`src/rtl/julia_dispatch_ctrl.sv`:
```
`default_nettype none
// ============================================================================
// Module      : julia_dispatch_ctrl
// Description : Frame-level scheduler for the Julia work dispatcher. Clears
//               and steps the pix_inc x/y counter, hands each coordinate to
//               an idle compute core chosen round-robin, and flags frame
//               completion once every core has drained.
// Revision    : 1.0 - initial release
// ============================================================================
module julia_dispatch_ctrl #(
  parameter int NUM_CORES    = 4,
  parameter int NUM_CNT_BITS = 10
) (
  input  logic                    clk,
  input  logic                    n_rst,
  input  logic                    start,
  input  logic                    abort,
  input  logic [NUM_CNT_BITS-1:0] frame_x_max,
  input  logic [NUM_CNT_BITS-1:0] frame_y_max,
  input  logic [NUM_CNT_BITS-1:0] cnt_x,
  input  logic [NUM_CNT_BITS-1:0] cnt_y,
  input  logic                    cnt_last,
  output logic                    cnt_enable,
  output logic                    cnt_clear,
  output logic [NUM_CNT_BITS-1:0] cnt_x_max,
  output logic [NUM_CNT_BITS-1:0] cnt_y_max,
  input  logic [NUM_CORES-1:0]    core_idle,
  output logic [NUM_CORES-1:0]    core_start,
  output logic [NUM_CNT_BITS-1:0] core_x,
  output logic [NUM_CNT_BITS-1:0] core_y,
  output logic                    frame_busy,
  output logic                    frame_done
);

  // Core index width; one extra bit is kept for the wrap-around sum.
  localparam int                 c_IDX_W     = (NUM_CORES > 1) ? $clog2(NUM_CORES) : 1;
  localparam logic [c_IDX_W:0]   c_NUM_CORES = (c_IDX_W + 1)'(NUM_CORES);
  localparam logic [c_IDX_W-1:0] c_LAST_CORE = c_IDX_W'(NUM_CORES - 1);

  typedef enum logic [2:0] {
    S_IDLE     = 3'd0,
    S_CLEAR    = 3'd1,
    S_DISPATCH = 3'd2,
    S_DRAIN    = 3'd3,
    S_DONE     = 3'd4
  } state_t;

  state_t                    r_state;
  state_t                    w_state_nxt;
  logic [c_IDX_W-1:0]        r_last_grant;
  logic [NUM_CNT_BITS-1:0]   r_x_max;
  logic [NUM_CNT_BITS-1:0]   r_y_max;
  logic [NUM_CORES-1:0]      r_core_start;
  logic [NUM_CNT_BITS-1:0]   r_core_x;
  logic [NUM_CNT_BITS-1:0]   r_core_y;

  logic [NUM_CORES-1:0]      w_elig;
  logic [c_IDX_W:0]          w_sum;
  logic                      w_grant_valid;
  logic [c_IDX_W-1:0]        w_grant_idx;
  logic [NUM_CORES-1:0]      w_grant_onehot;
  logic                      w_do_grant;
  logic                      w_drained;
  logic                      w_accept_start;

  // A core granted last cycle still shows idle until it samples its pulse,
  // so it is masked out by its own core_start bit.
  assign w_elig = core_idle & ~r_core_start;

  // Round-robin search: the nearest eligible core after last_grant wins.
  // The loop walks from farthest to nearest so the nearest hit is kept.
  always_comb begin
    w_grant_valid = 1'b0;
    w_grant_idx   = r_last_grant;
    w_sum         = '0;
    for (int i = NUM_CORES; i >= 1; i--) begin
      w_sum = {1'b0, r_last_grant} + (c_IDX_W + 1)'(i);
      if (w_sum >= c_NUM_CORES) begin
        w_sum = w_sum - c_NUM_CORES;
      end
      if (w_elig[w_sum[c_IDX_W-1:0]]) begin
        w_grant_valid = 1'b1;
        w_grant_idx   = w_sum[c_IDX_W-1:0];
      end
    end
  end

  // Decode the chosen core index into the one-hot start vector.
  always_comb begin
    w_grant_onehot              = '0;
    w_grant_onehot[w_grant_idx] = 1'b1;
  end

  assign w_do_grant     = (r_state == S_DISPATCH) && w_grant_valid && !abort;
  assign w_drained      = (&core_idle) && (r_core_start == '0);
  assign w_accept_start = (r_state == S_IDLE) && start && !abort;

  // Frame sequencing: next state, with abort overriding every transition.
  always_comb begin
    w_state_nxt = r_state;
    case (r_state)
      S_IDLE:     if (start) w_state_nxt = S_CLEAR;
      S_CLEAR:    w_state_nxt = S_DISPATCH;
      S_DISPATCH: if (w_do_grant && cnt_last) w_state_nxt = S_DRAIN;
      S_DRAIN:    if (w_drained) w_state_nxt = S_DONE;
      S_DONE:     w_state_nxt = S_IDLE;
      default:    w_state_nxt = S_IDLE;
    endcase
    if (abort) begin
      w_state_nxt = S_IDLE;
    end
  end

  // State register.
  always_ff @(posedge clk or negedge n_rst) begin
    if (!n_rst) begin
      r_state <= S_IDLE;
    end else begin
      r_state <= w_state_nxt;
    end
  end

  // Frame limits are captured only when a start is accepted.
  always_ff @(posedge clk or negedge n_rst) begin
    if (!n_rst) begin
      r_x_max <= '0;
      r_y_max <= '0;
    end else if (w_accept_start) begin
      r_x_max <= frame_x_max;
      r_y_max <= frame_y_max;
    end
  end

  // Issue register: one-cycle start pulse plus the coordinate it carries.
  always_ff @(posedge clk or negedge n_rst) begin
    if (!n_rst) begin
      r_core_start <= '0;
      r_core_x     <= '0;
      r_core_y     <= '0;
      r_last_grant <= c_LAST_CORE;
    end else begin
      r_core_start <= w_do_grant ? w_grant_onehot : '0;
      if (w_do_grant) begin
        r_core_x     <= cnt_x;
        r_core_y     <= cnt_y;
        r_last_grant <= w_grant_idx;
      end
    end
  end

  // The counter steps only on a grant that does not consume the last pixel.
  assign cnt_enable = w_do_grant && !cnt_last;
  assign cnt_clear  = (r_state == S_CLEAR);
  assign cnt_x_max  = r_x_max;
  assign cnt_y_max  = r_y_max;
  assign core_start = r_core_start;
  assign core_x     = r_core_x;
  assign core_y     = r_core_y;
  assign frame_busy = (r_state != S_IDLE);
  assign frame_done = (r_state == S_DONE);

endmodule
`default_nettype wire

```
`config.mk`:
```
export PLATFORM = sky130hd
export DESIGN_NAME = julia_dispatch_ctrl
export DESIGN_NICKNAME = d
export VERILOG_FILES = /design/src/rtl/julia_dispatch_ctrl.sv
export SDC_FILE = /design/constraint.sdc
export NUM_CORES = 1
export LEC_CHECK = 0
export ABC_AREA = 0
export CORE_ASPECT_RATIO = 1.5
export CORE_MARGIN = 5
export CORE_UTILIZATION = 29
export DETAILED_ROUTE_END_ITERATION = 16
export GPL_ROUTABILITY_DRIVEN = 0
export GPL_TIMING_DRIVEN = 1
export HOLD_SLACK_MARGIN = 0.02
export PLACE_DENSITY = 0.58
export REMOVE_ABC_BUFFERS = 1
export SLEW_MARGIN = 40
export SYNTH_ARGS = -nofsm -noshare
export SYNTH_HDL_FRONTEND = slang
export SYNTH_SLANG_ARGS = --single-unit
```
`constraint.sdc`:
```
create_clock -name clk -period 2.2 [get_ports clk]
set_input_delay 0.33 -clock clk [delete_from_list [all_inputs] [get_ports clk]]
set_output_delay 0.33 -clock clk [all_outputs]
set_load 0.02 [all_outputs]
```
==> results of run 1 <==
-- area by class of cell --
type / count / share of cell area
Inverter: 1 / 0.00113
Clock buffer: 7 / 0.0261
Multi-Input combinational cell: 86 / 0.249
Sequential cell: 49 / 0.371
Tap cell: 80 / 0.0303
Timing Repair Buffer: 109 / 0.322
-- power groups by stage --
stage               Combinational (mW)  Sequential (mW)  Clock, mW
floorplan                        0.423             1.65          0
global placement                  1.45             1.35          0
detailed placement                1.46             1.35          0
CTS                               1.47             1.34      0.561
global route                      1.52             1.38      0.590
finish                            1.44             1.34      0.526
-- path summary, 6_finish.rpt --
path | to | from | slack [ps]
worst max-delay path | frame_busy | r_state[2] | 120
worst min-delay path | core_x[1] | n_rst | 10
worst max register to register | core_x[4] | core_start[1] | 270
worst min register to register | core_x[9] | core_x[9] | 510
max in group asynchronous | r_last_grant[0] | n_rst | 1570
min in group clk | core_x[9] | core_x[9] | 510
-- cell usage after synthesis --
library cell / n
clkbuf_1: 3
o31ai_1: 1
and2b_1: 1
nor3b_1: 2
a211oi_1: 4
a21oi_1: 2
nand2_1: 3
and4_1: 1
buf_8: 1
o2bb2ai_1: 1
nand2b_1: 2
nand4bb_1: 1
nor2_1: 6
a211o_1: 1
o21a_1: 1
dfstp_2: 2
inv_1: 1
buf_6: 1
mux2_2: 26
and2_1: 1
dfrtp_1: 47
buf_2: 1
nor2b_1: 3
and3_1: 1
nor3_1: 3
nor4b_2: 1
o41a_1: 1
o21ai_0: 5
nand3_1: 1
o41ai_4: 1
mux2_4: 14
a2111oi_0: 1
or3_1: 2
-- registers in the layout (all words and copies together), names as in the netlist --
name and cells:
cnt_x_max 10, cnt_y_max 10, core_start 4, core_x 10
core_y 10, r_last_grant 2, r_state 3
-- stage by stage --
stage                     instance area (um^2)  cells  utilization  TNS (ps)  hold WS (ps)
after CTS                                 3310    332        0.464         0          29.8
after global routing                      3310    332        0.464         0          59.8
after floorplan                           2050    136            -     -6630          34.4
after global placement                    3210    325        0.451      -583           358
final                                     3310    332        0.464         0          10.3
after detailed placement                  3210    325        0.451      -789           355
-- kinds of logic after synthesis --
logic type / after synthesis / synth area share
AO/OA/AOI/OAI: 18 / 0.0694
multiplexers: 40 / 0.241
flip-flops: 49 / 0.588
AND/OR/NAND/NOR: 28 / 0.0802
buffers and inverters: 7 / 0.0221
-- routing by layer --
metal / vias to the layer above / GRT usage / part of all wire / wire [um]
li1: 732 / - / - / -
met1: 760 / 0.134 / 0.38 / 1940
met2: 43 / 0.220 / 0.57 / 2930
met3: 6 / 0.0182 / 0.040 / 205
met4: 0 / 0.0516 / 0.016 / 82
met5: - / 0 / 0 / 0
-- critical path, stage by stage (launching register included) --
cell and delay [ps]:
dfrtp_1 410, buf_4 160, or3_1 350, clkdlybuf4s50_1 540
==> flow_metrics.py, run 1 <==
metrics = {
    "pwr": {
        "p_seq_frac": 0.405,
        "power.total_mw": 3.30,
        "p_leak_nw": 1.43,
        "pwr-share-comb": 0.436,
        "power.share.switching": 0.324,
        "p_per_area_mw_per_mm2": 999,
        "p_sw_mw": 1.07,
        "p_int_mw": 2.23,
        "ir_drop_v": 0.000551,
        "clkPwrFrac": 0.159,
    },
    "final_layout": {
        "final_common_cell": "clkdlybuf4s50_1",
        "fill_cells": 671,
        "antenna_cells": 0,
        "drive_above_1_share": 0.254,
        "seqCellArea_mm2": 0.00123,
        "multiInputGateArea_um2": 825,
        "fin_nets": 301,
        "layout_common_cells": "94 x clkdlybuf4s50_1, 47 x dfrtp_1, 26 x mux2_2",
        "syn2layout_area_growth_pct": 58.2,
    },
    "global_route": {
        "grt_start_max_net_pins": 28,
        "grt_pass1_vias": 1660,
        "grt_overflow": 0,
        "antenna_found_initial": 0,
        "grt_pass1_wl_um": 8420,
        "track_usage": 0.120,
    },
    "detailed_routing": {
        "routed_wl_um": 5160,
        "ant_nets": 0,
        "wl_per_cell_um": 15.5,
        "viasPerCell": 4.64,
        "dr.first_iter.drc_count": 32,
        "dr_total_vias": 1541,
        "drc": 0,
        "firstDrtPassIters": 3,
    },
    "sta": {
        "rsz0062_at_grt": "false",
        "fin_crit_sh": 0.945,
        "worst_slack_ps": 122,
        "fin_skew_ps": 4.17,
        "hold_viol_final": 0,
        "min_period_ps": 2080,
        "setup_viol": 0,
        "relSlewSlack": 0.636,
        "slew_viol_final": 0,
        "fmax_mhz": 481,
        "worstMarginPinSlew_ps": 546,
    },
    "die": {
        "fp.dieH_um": 114,
        "die_area_mm2": 0.00904,
        "num_rows": 38,
        "fp.dieW_um": 79.3,
        "initial_core_util": 0.293,
        "core_area_mm2": 0.00713,
        "ios": 97,
    },
    "run_status": {
        "status": "finished, final reports clean",
    },
    "logic_synthesis": {
        "synthTopCellsByArea": "dfrtp_1 56%, mux2_2 14%, mux2_4 10%",
        "syn_inst": 142,
        "syn_area_mm2": 0.00209,
        "yosysSeqAreaShare": 0.588,
        "synthDominantCellAreaShare": 0.563,
        "avgSynthCellArea_um2": 14.7,
        "yosysTopAreaCell": "dfrtp_1",
        "ys_seq_elements": 49,
        "ys_warn_count": 0,
        "synth_cell_types": 33,
    },
    "cts": {
        "numCtsBuffers": 5,
        "cts_tree": "yes",
        "cts_max_level": 2,
        "cts-resized-gates": 2,
        "post_cts.repair.setup_buffers": 0,
        "insertion_delay_ps": 290,
        "clkTransAtPathRegs_ps": 80,
        "clock_path_buffers": 2,
        "cts_root_buf": "clkbuf_8",
        "cts_hold_buf": 0,
        "cts.sinks": 49,
    },
    "critical_path": {
        "critPathKind": "reg2out",
        "path_max_fanout": 5,
        "end_kind": "output pin",
        "crit_required_ps": 1870,
        "rr_worst_depth": 5,
        "cp-start-kind": "flip-flop",
        "arrival_ps": 1750,
    },
    "placed_design": {
        "place_ws_ps": -165,
        "dp_hpwl_um": 4000,
        "port-buffer-count": 96,
    },
    "worst_hold_path": {
        "worst_hold_path_type": "in2async",
    },
    "flow_run": {
        "maxCapViolations": 0,
    },
}
(Power assumes the default switching activity.)
==> inputs of run 2 (changes only) <==
--- a/config.mk
+++ b/config.mk
@@ -6,6 +6,8 @@
 export NUM_CORES = 1
 export LEC_CHECK = 0
 export ABC_AREA = 0
+export ABC_CLOCK_PERIOD_IN_PS = 2200
+export CAP_MARGIN = 40
 export CORE_ASPECT_RATIO = 1.5
 export CORE_MARGIN = 5
 export CORE_UTILIZATION = 29
==> results of run 2 <==
No change in the layout: final DEF, timing and power equal those of run 1.
==> inputs of run 3 (changes only) <==
--- a/config.mk
+++ b/config.mk
@@ -7,8 +7,7 @@
 export LEC_CHECK = 0
 export ABC_AREA = 0
 export ABC_CLOCK_PERIOD_IN_PS = 2200
-export CAP_MARGIN = 40
-export CORE_ASPECT_RATIO = 1.5
+export CAP_MARGIN = 20
 export CORE_MARGIN = 5
 export CORE_UTILIZATION = 29
 export DETAILED_ROUTE_END_ITERATION = 16
==> run 3 against run 2 <==
  * First-iteration DRC count up 38%
  * Combinational power about the same
  * Largest cell class unchanged
  * Count of clock-buffer cells in the layout fell by 2
==> flow_metrics.py, run 3 (synthesized netlist as in run 1, its figures left out) <==
metrics = {
    "die": {
        "initial_core_util": 0.293,
        "core_area_mm2": 0.00714,
        "fp.dieW_um": 94.9,
        "fp.dieH_um": 94.9,
        "ios": 97,
        "die_area_mm2": 0.00901,
        "num_rows": 31,
    },
    "worst_hold_path": {
        "worst_hold_path_type": "in2async",
    },
    "critical_path": {
        "startpoint": "r_state[0]",
        "path_max_fanout": 6,
        "critPathKind": "reg2out",
        "path_cells": "buf_4, nor2_1, and2_1, clkdlybuf4s50_1",
        "max_stage_delay_ps": 600,
        "r2r-start": "core_start[1]",
        "arrival_ps": 1750,
        "crit_slowest_cell": "clkdlybuf4s50_1",
        "end_kind": "output pin",
        "cp-start-kind": "flip-flop",
        "worst-path-buf-inv": 2,
        "critical-path-top-delay-family": "buffers and inverters",
        "crit_required_ps": 1870,
    },
    "pwr": {
        "ir_drop_v": 0.000454,
        "pwr-share-comb": 0.407,
        "p_sw_mw": 1.09,
        "p_per_area_mw_per_mm2": 1050,
        "p_seq_frac": 0.379,
        "power.share.switching": 0.310,
        "p_int_mw": 2.43,
        "p_leak_nw": 1.44,
        "clkPwrFrac": 0.214,
    },
    "global_route": {
        "track_usage": 0.116,
        "grt_overflow": 0,
        "antenna_found_initial": 0,
        "grt_pass1_vias": 1656,
        "grt_start_max_net_pins": 24,
        "grt_pass1_wl_um": 8230,
    },
    "placed_design": {
        "port-buffer-count": 96,
        "place_ws_ps": -169,
        "place_inst": 342,
        "dp_hpwl_um": 3890,
    },
    "cts": {
        "cts_root_buf": "clkbuf_8",
        "cts.sinks": 49,
        "numCtsBuffers": 5,
        "clock_path_buffers": 2,
        "clkTransAtPathRegs_ps": 100,
        "cts_max_level": 2,
        "cts_tree": "yes",
        "insertion_delay_ps": 300,
    },
    "sta": {
        "rsz0062_at_grt": "false",
        "relSlewSlack": 0.695,
        "slew_viol_final": 0,
        "worstMarginPinSlew_ps": 454,
        "setup_viol": 0,
        "worst_slack_ps": 125,
        "fmax_mhz": 482,
        "min_period_ps": 2080,
        "setup_tns_ps": 0,
        "hold_viol_final": 0,
        "fin_crit_sh": 0.943,
        "fin_skew_ps": 12.5,
    },
    "detailed_routing": {
        "ant_nets": 0,
        "dr_total_vias": 1518,
        "routed_wl_um": 5060,
        "firstDrtPassIters": 4,
        "wl_per_cell_um": 14.4,
        "dr.first_iter.drc_count": 44,
        "drc": 0,
        "viasPerCell": 4.32,
    },
    "final_layout": {
        "antenna_cells": 0,
        "syn2layout_area_growth_pct": 60.8,
        "stdcell_count": 351,
        "fin_nets": 300,
        "final_common_cell": "clkdlybuf4s50_1",
        "drive_above_1_share": 0.254,
        "layout_common_cells": "94 x clkdlybuf4s50_1, 47 x dfrtp_1, 26 x mux2_2",
        "fill_cells": 694,
    },
    "flow_run": {
        "maxCapViolations": 0,
    },
    "run_status": {
        "status": "finished, final reports clean",
    },
}
==> run 3: changes by cell type in the layout (fill, tap and decap cells not counted) <==
cell           delta
clkinv_2          +1
buf_12            -1
buf_4             -1
clkbuf_8          -1
bufinv_16         +2
dlygate4sd3_1     +1
clkbuf_1          -1
==> run 3: power by group through the flow <==
stage | clock network, mW | registers (mW) | logic [mW]
final | 0.753 | 1.34 | 1.44
after global routing | 0.819 | 1.38 | 1.53
after CTS | 0.777 | 1.34 | 1.46
after detailed placement | 0 | 1.35 | 1.45
after global placement | 0 | 1.35 | 1.44
after floorplan | 0 | 1.65 | 0.423
==> run 3: area by class of cell <==
class / count / area (um^2) / share of cell area
tap: 99 / 124 / 0.0368
inverter: 1 / 3.75 / 0.00112
sequential: 49 / 1230 / 0.365
clock buffer: 5 / 68.8 / 0.0205
clock inverter: 3 / 65.1 / 0.0194
timing repair buffer: 108 / 1050 / 0.311
multi-input combinational: 86 / 825 / 0.245
==> run 3: path summary, 6_finish.rpt <==
path                              endpoint  slack [ps]  cells after the start
min in group clk              cnt_x_max[3]         510                      1
max reg2reg                      core_x[6]         220                      5
min                              core_y[9]         420                      2
max                             frame_done         120                      4
min reg2reg                   cnt_x_max[3]         510                      1
max in group asynchronous  r_last_grant[1]        1110                      3
==> run 3: repair_timing <==
item                                    in CTS  in global routing
endpoints found under the setup margin       1                  0
hold buffers                                 1                  0
hold endpoints to repair                    10                  0
setup buffers                                0                  0
gates resized for setup                      2                  0
==> run 3: through the flow <==
step                hold WS, ps  instance area (um^2)  power (mW)   util
detailed placement          222                  3210        2.80  0.450
global route                441                  3360        3.73  0.471
floorplan                  34.4                  2050        2.07      -
global placement            230                  3210        2.79  0.450
CTS                         422                  3360        3.58  0.471
finish                      420                  3360        3.53  0.471
==> run 3: metal layers <==
metal / wire length (um) / vias to the layer above / GRT usage
met5: 0 / - / 0
met4: 53 / 0 / 0.0325
met3: 372 / 6 / 0.0446
met2: 2570 / 51 / 0.191
met1: 2060 / 737 / 0.143
li1: - / 724 / -
==> run 3: worst reg2reg max path, stage by stage (launching register included) <==
cell and delay (ps):
dfrtp_1 380, and2b_1 220, o41ai_4 380, buf_4 380
buf_4 210, mux2_4 290
